===== config.mk =====
export PLATFORM = sky130hd
export DESIGN_NAME = sort_regfile
export DESIGN_NICKNAME = d
export VERILOG_FILES = /design/src/rtl/sort_regfile_pkg.sv /design/src/rtl/sort_rf_stream_out.sv /design/src/rtl/sort_regfile.sv
export SDC_FILE = /design/constraint.sdc
export NUM_CORES = 1
export LEC_CHECK = 0
export CAP_MARGIN = 20
export CORE_UTILIZATION = 29
export CTS_BUF_LIST = sky130_fd_sc_hd__clkbuf_4 sky130_fd_sc_hd__clkbuf_8
export DETAILED_ROUTE_END_ITERATION = 8
export GPL_TIMING_DRIVEN = 0
export PLACE_DENSITY = 0.49
export SYNTH_ARGS = -nofsm -noshare
export SYNTH_HDL_FRONTEND = slang
export SYNTH_SLANG_ARGS = --single-unit

===== constraint.sdc =====
create_clock -name clock -period 4.4 [get_ports clock]
set_input_delay 1.32 -clock clock [delete_from_list [all_inputs] [get_ports clock]]
set_output_delay 1.32 -clock clock [all_outputs]
set_load 0.01 [all_outputs]

===== src/rtl/sort_regfile_pkg.sv =====
// rtl/sort_regfile_pkg.sv - shared defaults and drain FSM states for the sort register file
package sort_regfile_pkg;

    localparam int DEF_WIDTH = 8;
    localparam int DEF_DEPTH = 32;

    typedef enum logic {
        IDLE  = 1'b0,
        DRAIN = 1'b1
    } drain_state_t;

endpackage


===== src/rtl/sort_rf_stream_out.sv =====
// rtl/sort_rf_stream_out.sv - drain FSM streaming entries 0..DEPTH-1 out in order
// Ports: clock/reset (async active-low), out_start (begin drain when idle),
//        out_ready (sink accepts), entries (flattened register contents),
//        out_valid/out_data/out_last (stream beat, last on entry DEPTH-1).
module sort_rf_stream_out
    import sort_regfile_pkg::*;
#(
    parameter int WIDTH = DEF_WIDTH,
    parameter int DEPTH = DEF_DEPTH,
    parameter int AW    = $clog2(DEPTH)
) (
    input  logic                     clock,
    input  logic                     reset,
    input  logic                     out_start,
    input  logic                     out_ready,
    input  logic [DEPTH*WIDTH-1:0]   entries,
    output logic                     out_valid,
    output logic [WIDTH-1:0]         out_data,
    output logic                     out_last
);

    drain_state_t    state, state_next;
    logic [AW-1:0]   idx, idx_next;
    logic            last_idx;

    assign last_idx = (idx == AW'(DEPTH - 1));

    // Data is a live view of the current entry: it only moves when idx
    // advances (or the entry itself is rewritten), so it is stable on stalls.
    assign out_data = entries[idx*WIDTH +: WIDTH];

    always_ff @(posedge clock or negedge reset) begin
        if (!reset) begin
            state <= IDLE;
            idx   <= '0;
        end else begin
            state <= state_next;
            idx   <= idx_next;
        end
    end

    always_comb begin
        state_next = state;
        idx_next   = idx;
        out_valid  = 1'b0;
        out_last   = 1'b0;
        case (state)
            IDLE: begin
                if (out_start) begin
                    state_next = DRAIN;
                    idx_next   = '0;
                end
            end
            DRAIN: begin
                out_valid = 1'b1;
                out_last  = last_idx;
                if (out_ready) begin
                    if (last_idx) begin
                        state_next = IDLE;
                        idx_next   = '0;
                    end else begin
                        idx_next = idx + 1'b1;
                    end
                end
            end
            default: state_next = IDLE;
        endcase
    end

endmodule


===== src/rtl/sort_regfile.sv =====
// rtl/sort_regfile.sv - parametrised register file with stream loader, random write and swap ports
// Optional feature macro: SORT_RF_STREAM_OUT_EN (adds the out_* drain stream).
// Ports: clock/reset (async active-low); ld_clear/ld_valid/ld_ready/ld_data (fill loader);
//        wr_en/wr_addr/wr_data (random write); sw_en/sw_addr_a/sw_addr_b (swap);
//        rd_bus (all entries, entry i at [i*WIDTH +: WIDTH]); fill_cnt; loaded.
module sort_regfile
    import sort_regfile_pkg::*;
#(
    parameter int WIDTH = DEF_WIDTH,
    parameter int DEPTH = DEF_DEPTH,
    parameter int AW    = $clog2(DEPTH)
) (
    input  logic                     clock,
    input  logic                     reset,
    input  logic                     ld_clear,
    input  logic                     ld_valid,
    output logic                     ld_ready,
    input  logic [WIDTH-1:0]         ld_data,
    input  logic                     wr_en,
    input  logic [AW-1:0]            wr_addr,
    input  logic [WIDTH-1:0]         wr_data,
    input  logic                     sw_en,
    input  logic [AW-1:0]            sw_addr_a,
    input  logic [AW-1:0]            sw_addr_b,
    output logic [DEPTH*WIDTH-1:0]   rd_bus,
`ifdef SORT_RF_STREAM_OUT_EN
    input  logic                     out_start,
    output logic                     out_valid,
    input  logic                     out_ready,
    output logic [WIDTH-1:0]         out_data,
    output logic                     out_last,
`endif
    output logic [AW:0]              fill_cnt,
    output logic                     loaded
);

    localparam logic [AW:0] DEPTH_W = (AW+1)'(DEPTH);

    logic [WIDTH-1:0] mem      [DEPTH];
    logic [WIDTH-1:0] mem_next [DEPTH];
    logic             ld_fire;
    logic             sw_ok;

    assign loaded   = (fill_cnt == DEPTH_W);
    assign ld_ready = !loaded;

    // ld_clear wins over a handshake in the same cycle: nothing is written.
    assign ld_fire = ld_valid && ld_ready && !ld_clear;

    // Any out-of-range address or a == b turns the whole swap into a no-op.
    assign sw_ok = sw_en
                && ({1'b0, sw_addr_a} < DEPTH_W)
                && ({1'b0, sw_addr_b} < DEPTH_W)
                && (sw_addr_a != sw_addr_b);

    // Later assignments override earlier ones, giving wr > swap > load per entry.
    always_comb begin
        for (int i = 0; i < DEPTH; i++) begin
            mem_next[i] = mem[i];
            if (ld_fire && (fill_cnt == (AW+1)'(i)))
                mem_next[i] = ld_data;
            if (sw_ok && (sw_addr_a == AW'(i)))
                mem_next[i] = mem[sw_addr_b];
            else if (sw_ok && (sw_addr_b == AW'(i)))
                mem_next[i] = mem[sw_addr_a];
            if (wr_en && (wr_addr == AW'(i)))
                mem_next[i] = wr_data;
        end
    end

    always_ff @(posedge clock or negedge reset) begin
        if (!reset) begin
            for (int i = 0; i < DEPTH; i++)
                mem[i] <= '0;
            fill_cnt <= '0;
        end else begin
            for (int i = 0; i < DEPTH; i++)
                mem[i] <= mem_next[i];
            if (ld_clear)
                fill_cnt <= '0;
            else if (ld_fire)
                fill_cnt <= fill_cnt + 1'b1;
        end
    end

    for (genvar g = 0; g < DEPTH; g++) begin : g_rd
        assign rd_bus[g*WIDTH +: WIDTH] = mem[g];
    end

`ifdef SORT_RF_STREAM_OUT_EN
    sort_rf_stream_out #(
        .WIDTH (WIDTH),
        .DEPTH (DEPTH),
        .AW    (AW)
    ) u_stream_out (
        .clock     (clock),
        .reset     (reset),
        .out_start (out_start),
        .out_ready (out_ready),
        .entries   (rd_bus),
        .out_valid (out_valid),
        .out_data  (out_data),
        .out_last  (out_last)
    );
`endif

endmodule


==> summary.txt, run 1 <==
Outcome
  • Outcome: finished with violations
  • Failing checks: setup timing

Timing
  • Tmin final: 4510 ps
  • Final Hold Vio Count: 0
  • Final setup skew: 39.7 ps
  • Actual slew at the worst max-slew pin: 1300 ps
  • Max Freq: 222 MHz
  • Final slew viol count: 0
  • Worst slew margin: 13.4%
  • Final setup fails: 73
  • Final WS setup: -109 ps
  • Period utilisation layout: 102%

Global route
  • Largest net degree at the start of global routing: 109
  • Total GRT Usage: 47.5%
  • Antenna violations before repair: 30
  • GRT Residual Overflow: 0
  • Vias in the first global route: 26716
  • First-pass GRT wire length: 251 mm

Synthesis
  • Post-synth EDFFs: 0
  • Main synth FF type: dfrtp_1
  • Flops & latches, synth: 262
  • Netlist Area Pre-Place: 22800 um2
  • Sequential area share after synthesis: 28.8%
  • Mapped Nets: 2633
  • Synth Instances: 2592
  • Largest cells by area after synthesis: dfrtp_1, a22oi_1, mux4_2
  • Netlist cell types: 83
  • Post-synthesis async set-or-reset flop share: 100%
  • Cell taking the most area after synthesis: dfrtp_1
  • Yosys Warn Count: 0
  • Syn Area/Cell: 8.79 um2
  • Post-synth top area share: 28.8%

Clocking
  • Post-CTS Hold Buffers: 0
  • TritonCTS clock tree: yes
  • Worst skew pair latency: 730 ps
  • CTS Buf Count: 54
  • Clock sink count: 262
  • CTS clock-pin slew for the worst setup and hold paths: 60 ps
  • Clk buf depth: 3
  • # H-tree levels: 2
  • Root buf cell: clkbuf_8

Die
  • Die Ht: 282 um
  • Starting density of the core: 29.4%
  • Die area: 79700 um2
  • Core ar.: 77600 um2
  • Rows: 102
  • IO Pins: 301
  • Die Width: 282 um

Cells and area
  • Most common cell after layout, fill and taps aside: nor2_1
  • Most frequent cells in the layout: nor2_1, clkdlybuf4s50_1, dfrtp_1, a22oi_1, o31ai_1
  • Final nets: 3054
  • Area delta synth->final: 30.8%
  • Fraction of layout cells with a size suffix above 1: 18.6%
  • Non-Filler Cell Area, Final: 29800 um2

Route
  • Vias/cell: 7.03
  • Post-DRT Antenna Nets: 0
  • DR WL/cell: 46.9 um
  • 1st-pass router iterations: 7
  • Drt total wl: 193 mm
  • DR vias: 28884
  • 1st-iter DRT viols: 4992
  • DRC: 0

Pwr
  • Power Dens Cells: 474 nW/um2
  • P_leak: 0.0116 uW
  • Worst vdd ir: 0.279 mV

Place
  • HPWL after DPL: 144 mm
  • Routability cong.: 1.07
  • Post-DP Area: 27800 um2
  • Place WS: -2200 ps
  • # port buffers: 292

Critical path
  • Crit Reg-Reg Startpoint: fill_cnt[0]
  • Crit path max fanout: 10
  • CP Launch Point: sw_addr_a[0]
  • Crit start category: primary input
  • R2R cell count: 10
  • Crit path required time: 4970 ps
  • Arrival time worst endpoint: 5080 ps
  • Kind of end point of the critical path: register
  • CP Class: primary input to register

Min path
  • Hold path cells: 2
  • Worst Hold Launch: rd_bus[180]
  • Min-delay worst type: register to register

Job
  • Max_cap viols: 0
synth_stat cells, drive strengths merged (8+ instances only):
master   number
buf         153
nor3         14
a211o        21
dfrtp       262
o21ai       118
a2111oi      19
nand4         8
o22ai        33
nor2b        14
clkbuf      140
nor2        410
mux4         75
nand3        29
a211oi      143
nand2        66
o211ai       20
a21oi       152
mux2i       110
o221ai       14
nand2b       16
a21boi       35
a221oi       30
a31oi        27
o21a         17
o31ai       210
inv          10
a21o         19
o211a        15
and3         13
or2          29
a22oi       241
and2         30
layer usage:
layer	GRT usage, %	vias to the layer above	share of wire, %
met3	18.1	722	13
met2	66.1	2696	40
li1	-	10965	-
met1	60.1	14483	39
met5	0	-	0.077
met4	33.0	18	8.4
area by class of cell:
type                    instances  area (um2)
diodes                         11        27.5
plain buffers                 290        1610
clock buffers                  86        1090
clock inverters                12         146
fillers                      8053       47800
inverters                      16        60.1
multi-input cells            2021       15000
flip-flops and latches        262        6560
well taps                    1040        1300
repair buffers                368        3980
flip-flops by register name, indices dropped and copies added (netlist names):
| name | flops |
|---|---|
| fill_cnt | 6 |
| rd_bus | 256 |
worst max-delay path, stage by stage:
cell	delay, ps
clkdlybuf4s50_1	650
buf_4	270
buf_6	300
buf_6	340
nand3_4	310
o22ai_1	340
or3_1	240
o22a_1	380
buf_4	410
a21oi_1	120
o31ai_1	320
metrics by stage:
stage                     utilization, %  hold WS [ps]  total power, uW  cells  setup TNS, ps
after floorplan                        -           567             6270   2592              0
after global placement              34.8           555            10300   3924       -3249140
after detailed placement            35.8           546            10400   3964        -453550
after CTS                           38.1           564            13700   4086          -52.1
after global routing                38.4           596            14300   4097          -3.99
final                               38.4           561            14100   4106          -2390
worst paths after layout:
path	end	slack, ps
max in group asynchronous	rd_bus[137]	2670
min	rd_bus[180]	560
min reg2reg	rd_bus[180]	560
max reg2reg	rd_bus[253]	510
max	rd_bus[101]	-110
min in group asynchronous	rd_bus[248]	600
logic make-up after synthesis:
logic type      count (synthesis)  synth area share (%)
compound gates               1157                  38.4
simple gates                  664                  13.6
buf+inv                       309                  6.39
flops                         262                  28.8
mux                           187                  12.3
xor+xnor                        9                 0.346
fa+ha+maj                       4                 0.220
power breakdown:
part | leakage [uW] | total [uW] | internal (uW) | switching, uW
Sequential | 0.00326 | 4560 | 3090 | 1480
Combinational | 0.00767 | 6470 | 2720 | 3740
Clock | 0.000646 | 3100 | 1740 | 1360
Total | 0.0116 | 14100 | 7550 | 6580
repair_timing:
item | CTS | global route
pin swaps | 12 | 5
hold endpoints to repair | 0 | 0
cloned | 0 | 0
setup endpoints to repair | 256 | 226
buffers inserted | 27 | 5
resized for setup | 92 | 53
No activity file was read; power rests on OpenSTA's default activity.
==> inputs of run 2 (changes only) <==
--- a/config.mk
+++ b/config.mk
@@ -11,6 +11,7 @@
 export DETAILED_ROUTE_END_ITERATION = 8
 export GPL_TIMING_DRIVEN = 0
 export PLACE_DENSITY = 0.49
+export SLEW_MARGIN = 20
 export SYNTH_ARGS = -nofsm -noshare
 export SYNTH_HDL_FRONTEND = slang
 export SYNTH_SLANG_ARGS = --single-unit
==> run 2 against run 1 <==
  * The run still ends with setup timing left
  * Die area unchanged
  * Design area fell by 1.6%
  * Setup slack got worse by 110 ps
  * Final cell count down 0.61%
  * Sequential cell count stayed put
  * Utilization fell by 0.62 points
  * First-iteration DRC count fell by 9.1%
  * Fmax is 2.4% lower
  * Critical path depth stayed put
  * Non-clock buffer count shrank 32
  * Via count fell by 0.80%
  * Worst hold slack worse by 36 ps
  * Critical path type unchanged
==> summary.txt, run 2 (same netlist as run 1, synthesis figures left out) <==
Outcome
  • Outcome: finished with violations (unchanged)
  • Failing checks: setup timing (unchanged)

Place
  • HPWL after DPL: 141 mm (was 144 mm)
  • Post-DP Area: 27300 um2 (was 27800 um2)
  • # port buffers: 292 (unchanged)
  • Place WS: -2050 ps (was -2200 ps)
  • Routability cong.: 1.07 (unchanged)

Pwr
  • Sw power: 6540 uW (was 6580 uW)
  • Comb power frac: 45.6% (was 45.8%)
  • Switching part of the total power: 46.7% (was 46.5%)
  • Power Dens Cells: 478 nW/um2 (was 474 nW/um2)
  • Clock share of power: 21.8% (was 21.9%)
  • P_leak: 0.0114 uW (was 0.0116 uW)
  • P_int: 7470 uW (was 7550 uW)
  • Worst vdd ir: 0.291 mV (was 0.279 mV)
  • Sequential share of power: 32.6% (was 32.3%)
  • Overall Power: 14000 uW (was 14100 uW)

Timing
  • Final slew viol count: 0 (unchanged)
  • Final setup fails: 134 (was 73)
  • Worst slew margin: 11.7% (was 13.4%)
  • Tmin final: 4620 ps (was 4510 ps)
  • Setup_tns: -10630 ps (was -2390 ps)
  • Final setup skew: 40.2 ps (was 39.7 ps)
  • Final WS setup: -221 ps (was -109 ps)
  • Max Freq: 216 MHz (was 222 MHz)
  • Final Hold Vio Count: 0 (unchanged)
  • Actual slew at the worst max-slew pin: 1320 ps (was 1300 ps)
  • RSZ-0062 raised after global routing: yes
  • Period utilisation layout: 105% (was 102%)

Critical path
  • Cell family with most CP delay: buffers and inverters (unchanged)
  • Crit start category: primary input (unchanged)
  • Crit path max fanout: 10 (unchanged)
  • Critical path's largest stage delay: 1010 ps (was 650 ps)
  • Kind of end point of the critical path: register (unchanged)
  • CP dominant cell by count: buf_2
  • Worst-path cell chain: buf_4 -> inv_1 -> buf_2 -> clkbuf_1 -> o221ai_1 -> a31oi_1 -> a22oi_2 -> buf_12 -> buf_2 -> nor2_1 -> o31ai_1 (was clkdlybuf4s50_1 -> buf_4 -> buf_6 -> buf_6 -> nand3_4 -> o22ai_1 -> or3_1 -> o22a_1 -> buf_4 -> a21oi_1 -> o31ai_1)
  • Worst Path Buf+Inv: 6 (was 5)
  • Arrival time worst endpoint: 5170 ps (was 5080 ps)
  • Crit path required time: 4950 ps (was 4970 ps)
  • CP max-delay cell: clkbuf_1 (was clkdlybuf4s50_1)
  • CP Class: primary input to register (unchanged)

Cells and area
  • Max reg flops: 256 (unchanged)
  • Core Util, Final: 37.8% (was 38.4%)
  • Fraction of layout cells with a size suffix above 1: 18.8% (was 18.6%)
  • Area delta synth->final: 28.7% (was 30.8%)
  • Most frequent cells in the layout: nor2_1, clkdlybuf4s50_1, dfrtp_1, a22oi_1, o31ai_1 (unchanged)
  • Most common cell after layout, fill and taps aside: nor2_1 (unchanged)
  • Final nets: 3021 (was 3054)
  • Non-Filler Cell Area, Final: 29300 um2 (was 29800 um2)

Die
  • Die Width: 282 um (unchanged)
  • Die Ht: 282 um (unchanged)
  • Die area: 79700 um2 (unchanged)
  • Core ar.: 77600 um2 (unchanged)
  • Starting density of the core: 29.4% (unchanged)
  • Rows: 102 (unchanged)
  • IO Pins: 301 (unchanged)

Clocking
  • CTS Buf Count: 53 (was 54)
  • CTS clock-pin slew for the worst setup and hold paths: 60 ps (about the same)
  • TritonCTS clock tree: yes (unchanged)
  • Root buf cell: clkbuf_8 (unchanged)
  • Clock sink count: 262 (unchanged)
  • Worst skew pair latency: 710 ps (was 730 ps)
  • # H-tree levels: 2 (unchanged)
  • Clk buf depth: 3 (unchanged)

Global route
  • Largest net degree at the start of global routing: 76 (was 109)
  • First-pass GRT wire length: 250 mm (was 251 mm)
  • GRT Residual Overflow: 0 (unchanged)
  • Antenna violations before repair: 23 (was 30)
  • Total GRT Usage: 47.3% (was 47.5%)
  • Vias in the first global route: 26660 (was 26716)

Min path
  • Min-delay worst type: primary input to asynchronous set/reset pin (was register to register)

Route
  • DR WL/cell: 47.1 um (was 46.9 um)
  • DRC: 0 (unchanged)
  • DR vias: 28653 (was 28884)
  • Drt total wl: 192 mm (was 193 mm)
  • Vias/cell: 7.02 (was 7.03)
  • 1st-iter DRT viols: 4536 (was 4992)
  • 1st-pass router iterations: 6 (was 7)
  • Post-DRT Antenna Nets: 0 (unchanged)

Job
  • Max_cap viols: 0 (unchanged)
==> run 2: path summary, 6_finish.rpt <==
kind | slack [ps] | cells after the start | from | endpoint
hold reg to reg | 570 | 2 | rd_bus[160] | rd_bus[160]
max in group asynchronous | 2650 | 3 | reset | rd_bus[76]
setup reg to reg | 390 | 10 | fill_cnt[0] | rd_bus[253]
min in group clock | 570 | 2 | rd_bus[160] | rd_bus[160]
setup / recovery | -220 | 11 | sw_addr_b[4] | rd_bus[75]
hold / removal | 520 | 1 | reset | rd_bus[233]
==> run 2: final cells by class <==
class                   count  area (um2)
flip-flops and latches    262        6560
fillers                  8085       48300
clock inverters            14         148
inverters                  16        60.1
clock buffers              85        1070
repair buffers            335        3410
diodes                     17        42.5
multi-input cells        2021       15100
well taps                1040        1300
plain buffers             291        1670
==> run 2: timing repair <==
item | 4_1_cts | 5_1_grt
setup endpoints to repair | 256 | 218
resized for setup | 98 | 48
hold endpoints to repair | 0 | 0
pin swaps | 11 | 6
hold buffers | 0 | 0
setup buffers | 24 | 4
==> run 2: stage by stage <==
| stage | std cells | hold WS (ps) |
|---|---|---|
| 6_report | 4081 | 525 |
| 5_1_grt | 4067 | 569 |
| 4_1_cts | 4060 | 529 |
| 3_5_place_dp | 3939 | 546 |
| 3_3_place_gp | 3924 | 555 |
| 2_1_floorplan | 2592 | 567 |
==> run 2: power groups by stage <==
stage / combinational, uW / sequential [uW] / clock, uW
floorplan: 2240 / 4030 / 0
global placement: 5830 / 4500 / 0
detailed placement: 5900 / 4490 / 0
CTS: 6080 / 4470 / 3070
global route: 6470 / 4530 / 3150
finish: 6380 / 4560 / 3060
==> run 2: metal layers <==
| metal | GRT usage, % | vias to the layer above | part of all wire (%) |
|---|---|---|---|
| met2 | 65.7 | 2759 | 40 |
| met4 | 34.7 | 10 | 8.6 |
| li1 | - | 10895 | - |
| met1 | 58.9 | 14275 | 38 |
| met3 | 18.5 | 714 | 13 |
| met5 | 0 | - | 0.030 |
